===== src/rtl/cpu_pkg.sv =====
// cpu_pkg
//   Shared definitions for the fetch/decode/sequencing stage:
//   instruction field widths, opcode values, FSM state encoding and the
//   decoded-control struct passed from instr_decoder to pc_control_unit.
package cpu_pkg;

  localparam int INSTR_W = 8;
  localparam int OPC_W   = 4;
  localparam int IMM_W   = 4;

  localparam logic [OPC_W-1:0] OP_NOP  = 4'h0;
  localparam logic [OPC_W-1:0] OP_LDA  = 4'h1;
  localparam logic [OPC_W-1:0] OP_LDB  = 4'h2;
  localparam logic [OPC_W-1:0] OP_ADDA = 4'h3;
  localparam logic [OPC_W-1:0] OP_ADDB = 4'h4;
  localparam logic [OPC_W-1:0] OP_JMP  = 4'h5;
  localparam logic [OPC_W-1:0] OP_JZ   = 4'h6;
  localparam logic [OPC_W-1:0] OP_HLT  = 4'hF;

  typedef enum logic [1:0] {
    ST_IDLE = 2'd0,
    ST_EXEC = 2'd1,
    ST_HALT = 2'd2
  } cpu_state_e;

  // Decoded control bits for one instruction, independent of FSM state.
  typedef struct packed {
    logic wen_a;    // instruction writes register A
    logic wen_b;    // instruction writes register B
    logic sel_alu;  // write data comes from the ALU instead of imm
    logic jmp;      // unconditional jump to imm
    logic jz;       // jump to imm when alu_zero is set
    logic hlt;      // stop execution
  } dec_t;

endpackage


===== src/rtl/instr_decoder.sv =====
// instr_decoder
//   Purely combinational opcode decode. Undefined opcodes decode to all
//   zeros, which behaves exactly like NOP.
// Ports
//   opcode  in   4  instruction opcode field (instr[7:4])
//   dec     out  -  decoded control struct (cpu_pkg::dec_t)
module instr_decoder
  import cpu_pkg::*;
(
  input  logic [OPC_W-1:0] opcode,
  output dec_t             dec
);

  always_comb begin
    dec = '0;
    case (opcode)
      OP_LDA:  dec.wen_a = 1'b1;
      OP_LDB:  dec.wen_b = 1'b1;
      OP_ADDA: begin
        dec.wen_a   = 1'b1;
        dec.sel_alu = 1'b1;
      end
      OP_ADDB: begin
        dec.wen_b   = 1'b1;
        dec.sel_alu = 1'b1;
      end
      OP_JMP:  dec.jmp = 1'b1;
      OP_JZ:   dec.jz  = 1'b1;
      OP_HLT:  dec.hlt = 1'b1;
      default: dec = '0;
    endcase
  end

endmodule


===== src/rtl/pc_control_unit.sv =====
// pc_control_unit
//   Fetch/decode/sequencing stage of the single-cycle computer. Holds the
//   program counter that addresses the instruction ROM, decodes the current
//   instruction combinationally and drives write data plus per-register
//   write enables to the A/B register stage, which commits on the same clk
//   edge that advances pc. An IDLE/EXEC/HALT FSM gates execution and a
//   saturating counter tracks retired instructions.
// Ports
//   clk       in   1   system clock, rising edge
//   rst       in   1   asynchronous active-high reset
//   run       in   1   start request, sampled only in IDLE
//   instr     in   8   instruction at address pc ([7:4] opcode, [3:0] imm)
//   alu_res   in   W   ALU result, written back by ADDA/ADDB
//   alu_zero  in   1   ALU zero flag, condition for JZ
//   pc        out  AW  current instruction address
//   data      out  W   write data to register stage (0 when no enable)
//   wen_a     out  1   write enable, register A
//   wen_b     out  1   write enable, register B
//   halted    out  1   high while in HALT
//   icount    out  8   retired-instruction count, saturating at 255
//   state_dbg out  2   current FSM state, for observation only
// Handshake: run is a level request with no ready/acknowledge; it is
//   consumed on the first rising edge seen in IDLE and ignored otherwise.
module pc_control_unit
  import cpu_pkg::*;
#(
  parameter int W  = 4,
  parameter int AW = 4
) (
  input  logic               clk,
  input  logic               rst,
  input  logic               run,
  input  logic [INSTR_W-1:0] instr,
  input  logic [W-1:0]       alu_res,
  input  logic               alu_zero,
  output logic [AW-1:0]      pc,
  output logic [W-1:0]       data,
  output logic               wen_a,
  output logic               wen_b,
  output logic               halted,
  output logic [7:0]         icount,
  output cpu_state_e         state_dbg
);

  cpu_state_e    state;
  cpu_state_e    state_nxt;
  dec_t          dec;
  logic          exec;
  logic [W-1:0]  imm;
  logic [AW-1:0] target;
  logic [AW-1:0] pc_inc;
  logic [AW-1:0] pc_nxt;

  instr_decoder u_dec (
    .opcode (instr[INSTR_W-1 -: OPC_W]),
    .dec    (dec)
  );

  assign imm    = instr[W-1:0];
  assign target = AW'(imm);
  assign pc_inc = pc + AW'(1);  // natural wrap from 2**AW-1 to 0

  // State register, pc and retired-instruction counter.
  always_ff @(posedge clk or posedge rst) begin
    if (rst) begin
      state  <= ST_IDLE;
      pc     <= '0;
      icount <= '0;
    end else begin
      state <= state_nxt;
      pc    <= pc_nxt;
      if (exec && (icount != 8'hFF)) begin
        icount <= icount + 8'd1;
      end
    end
  end

  // Next-state logic. HALT is only left through reset.
  always_comb begin
    state_nxt = state;
    case (state)
      ST_IDLE: if (run)     state_nxt = ST_EXEC;
      ST_EXEC: if (dec.hlt) state_nxt = ST_HALT;
      ST_HALT: state_nxt = ST_HALT;
      default: state_nxt = ST_IDLE;
    endcase
  end

  // Outputs and next pc. Every control output is qualified by EXEC, so
  // IDLE and HALT hold pc and never write.
  always_comb begin
    exec   = (state == ST_EXEC);
    halted = (state == ST_HALT);
    wen_a  = exec & dec.wen_a;
    wen_b  = exec & dec.wen_b;
    data   = '0;
    if (wen_a || wen_b) begin
      data = dec.sel_alu ? alu_res : imm;
    end
    pc_nxt = pc;
    if (exec) begin
      if (dec.hlt) begin
        pc_nxt = pc;  // park on the HLT address
      end else if (dec.jmp || (dec.jz && alu_zero)) begin
        pc_nxt = target;
      end else begin
        pc_nxt = pc_inc;
      end
    end
  end

  assign state_dbg = state;

endmodule


===== config.mk =====
export PLATFORM = sky130hd
export DESIGN_NAME = pc_control_unit
export DESIGN_NICKNAME = d
export VERILOG_FILES = /design/src/rtl/cpu_pkg.sv /design/src/rtl/instr_decoder.sv /design/src/rtl/pc_control_unit.sv
export SDC_FILE = /design/constraint.sdc
export NUM_CORES = 1
export LEC_CHECK = 0
export ABC_CLOCK_PERIOD_IN_PS = 2700
export BUFFER_PORTS_ARGS = -buffer_cell sky130_fd_sc_hd__buf_2
export CAP_MARGIN = 20
export CORE_MARGIN = 4
export CORE_UTILIZATION = 50
export CTS_CLUSTER_SIZE = 16
export DETAILED_ROUTE_END_ITERATION = 7
export GPL_ROUTABILITY_DRIVEN = 0
export GPL_TIMING_DRIVEN = 0
export PLACE_DENSITY_LB_ADDON = 0.15
export SLEW_MARGIN = 40
export SYNTH_ARGS = -nofsm -noshare
export SYNTH_HDL_FRONTEND = slang
export SYNTH_SLANG_ARGS = --single-unit

===== constraint.sdc =====
create_clock -name clk -period 2.7 [get_ports clk]
set_input_delay 0.135 -clock clk [delete_from_list [all_inputs] [get_ports clk]]
set_output_delay 0.135 -clock clk [all_outputs]
set_load 0.02 [all_outputs]

==> impl_metrics.env <==
export IMPL_run_status="finished clean"
export IMPL_ys_seq_elements=14
export IMPL_row_count=15
export IMPL_crit_required_ps=2570
export IMPL_fmaxAchievable_mhz=537.0
export IMPL_setup_violations_final=0
export IMPL_final_antenna_net_count=0
export IMPL_cp_top_family="buffers and inverters"
export IMPL_diodes=0
export IMPL_synth_area_um2=969.7
export IMPL_dieHeight_um=52.04
export IMPL_holdCritPathClass="in -> reg"
export IMPL_ios=37
export IMPL_crit_fanout=9
export IMPL_crit_slowest_cell="dfrtp_1"
export IMPL_drive_gt1_share_pct=35.46
export IMPL_first_pass_iters=4
export IMPL_die_w_um=52.04
export IMPL_clkLatencyLatePin_ps=280
export IMPL_clock_skew_final_ps=7.311
export IMPL_fin_util_pct=68.84
export IMPL_routedWlPerCell_um=12.49
export IMPL_fin_crit_sh_pct=68.98
export IMPL_cp_arrival_ps=1730
export IMPL_cts_tree="built"
export IMPL_relSlewSlack_pct=63.76
export IMPL_synth_seq_area_share_pct=36.13
export IMPL_ctsResizeCount=0
export IMPL_grt_start_max_net_pins=15
export IMPL_power_density_nw_per_um2=913.9
export IMPL_first_iter_violations=15
export IMPL_yosysUniqueCellTypes=30
export IMPL_crit_top_cell="inv_1"
export IMPL_grt_ovfl_total=0
export IMPL_path_cells="inv_1, ha_1, buf_6, inv_1, a211o_1, nor2_1, buf_2"
export IMPL_layout_min_cycle_time_ps=1862
export IMPL_antenna_found_initial=0
export IMPL_start_util_pct=54.39
export IMPL_numPortBuffers=36
export IMPL_max_vdd_ir_drop_mv=0.7202
export IMPL_cpPeakStageDelay_ps=420
export IMPL_avgSynthCellArea_um2=9.697
export IMPL_area_growth_pct=26.58
export IMPL_dpl_hpwl_um=1616
export IMPL_rsz0062_at_grt="false"
export IMPL_slew_violations=0
export IMPL_p_leak_nw=0.6068
export IMPL_die_area_um2=2708
export IMPL_grt_pass1_wl_um=3594
export IMPL_hold_violations=0
export IMPL_drc=0
export IMPL_cts_max_level=1
export IMPL_syn_nets=122
export IMPL_fin_hold_ws_ps=115.1
export IMPL_tightest_slew_ps=543.0
export IMPL_fin_area_um2=1227
export IMPL_cp_end_kind="primary output"
export IMPL_grt_util_all_layers_pct=17.66
export IMPL_critPathLaunchType="flop"
export IMPL_clockBufferDepth=2
export IMPL_root_buffer="clkbuf_4"
export IMPL_coreArea_um2=1783
export IMPL_cts_setup_buffers=0
export IMPL_num_vias=861
export IMPL_synth_cells=100
export IMPL_postPlaceCellArea_um2=1181
export IMPL_nNetsFinal=164
export IMPL_cp_num_buf_inv=4
export IMPL_ys_warnings_count=0
export IMPL_max_cap_violations=0
export IMPL_viasPerCell=5.187
export IMPL_first_global_vias=853
export IMPL_clkTransAtPathRegs_ps=80
export IMPL_tns_ps=0
export IMPL_critical_path_class="reg -> out"
export IMPL_cts_sinks=14
export IMPL_cts_buffers_inserted=3
export IMPL_wl_um=2074
[layout by cell type (no fill, tap or decap), drive strengths merged, types with 6 or more instances in the layout]
| master | count |
|---|---|
| inv | 8 |
| buf | 38 |
| mux2i | 8 |
| nand2 | 8 |
| nand3 | 7 |
| a21oi | 6 |
| dfrtp | 14 |
| nor2 | 6 |
| ha | 6 |
[path summary, 6_finish.rpt]
kind | start | cells after the start | slack (ps) | endpoint
setup / recovery | state_dbg[1]$_DFFE_PP0P_ | 7 | 840 | data[3]
min in group asynchronous | rst | 3 | 450 | icount[2]$_DFFE_PP0P_
hold / removal | instr[0] | 3 | 120 | pc[0]$_DFFE_PP0P_
setup reg to reg | state_dbg[1]$_DFFE_PP0P_ | 7 | 1000 | icount[7]$_DFFE_PP0P_
hold reg to reg | icount[4]$_DFFE_PP0P_ | 1 | 500 | icount[4]$_DFFE_PP0P_
max in group asynchronous | rst | 3 | 1880 | pc[0]$_DFFE_PP0P_
[report_power, final]
group / internal, mW / total, mW / switching, mW
registers: 0.293 / 0.376 / 0.0830
clock network: 0.0821 / 0.150 / 0.0684
logic: 0.253 / 0.595 / 0.342
total: 0.628 / 1.12 / 0.494
[cells in the mapped netlist, drive strengths merged]
library cell / number / area (um2)
nand3: 7 / 35.03
or2b: 1 / 7.510
or3: 1 / 6.260
a21oi: 6 / 56.30
a41oi: 1 / 8.760
mux2: 4 / 45.04
mux2i: 8 / 80.08
a22oi: 2 / 15.01
nand2b: 1 / 6.260
and3: 4 / 25.02
inv: 8 / 30.03
buf: 2 / 22.52
and2: 3 / 18.77
ha: 6 / 75.07
dfrtp: 14 / 350.3
xnor2: 3 / 26.28
o21a: 1 / 7.510
nand4: 4 / 25.02
nor4: 1 / 6.260
nor2: 6 / 22.52
nand2: 8 / 30.03
nand3b: 2 / 15.01
nor4b: 1 / 8.760
a211o: 2 / 17.52
or3b: 1 / 11.26
o21ai: 2 / 10.00
o21bai: 1 / 7.510
[registers in the layout (all words and copies together), names as in the netlist]
signal and flops:
icount 8, pc 4, state_dbg 2
[worst reg2reg max path, stage by stage, from the launching register on]
cell and delay (ps):
dfrtp_1 400, inv_1 100, ha_1 190, buf_6 130, and3_1 170, and2_1 180, nand3_1 90, mux2_2 330
[layout make-up]
cell class,instances,area (um2)
Inverter,8,30.03
Multi-Input combinational cell,76,566.8
Timing Repair Buffer,37,190.2
Tap cell,25,31.28
Clock buffer,4,36.28
Fill cell,149,555.5
Sequential cell,14,350.3
Buffer,2,22.52
[stage by stage]
step	setup WS, ps	std cells	total power, mW
finish	837.6	166	1.122
global route	711.9	166	1.227
CTS	825.8	166	1.133
detailed placement	998.0	161	0.9747
global placement	1055	161	0.9507
floorplan	933.9	100	0.7952
[what timing repair did]
| action | 4_1_cts | 5_1_grt |
|---|---|---|
| setup endpoints to repair | 0 | 0 |
| hold endpoints to repair | 14 | 0 |
| hold buffers | 1 | 0 |
[per-layer routing]
layer  part of all wire [%]  vias to the layer above  track usage [%]
li1                       -                      436                -
met1                     44                      398            21.21
met2                     49                       23            29.92
met3                    5.3                        4            5.444
met4                    1.0                        0            5.240
met5                      0                        -                0
[kinds of logic after synthesis]
family          share of synthesized area, %
buf+inv                                5.419
compound gates                         12.64
simple gates                           22.45
mux                                    12.90
flops                                  36.13
xor+xnor                               2.710
fa+ha+maj                              7.742
No activity file was read; power rests on OpenSTA's default activity.
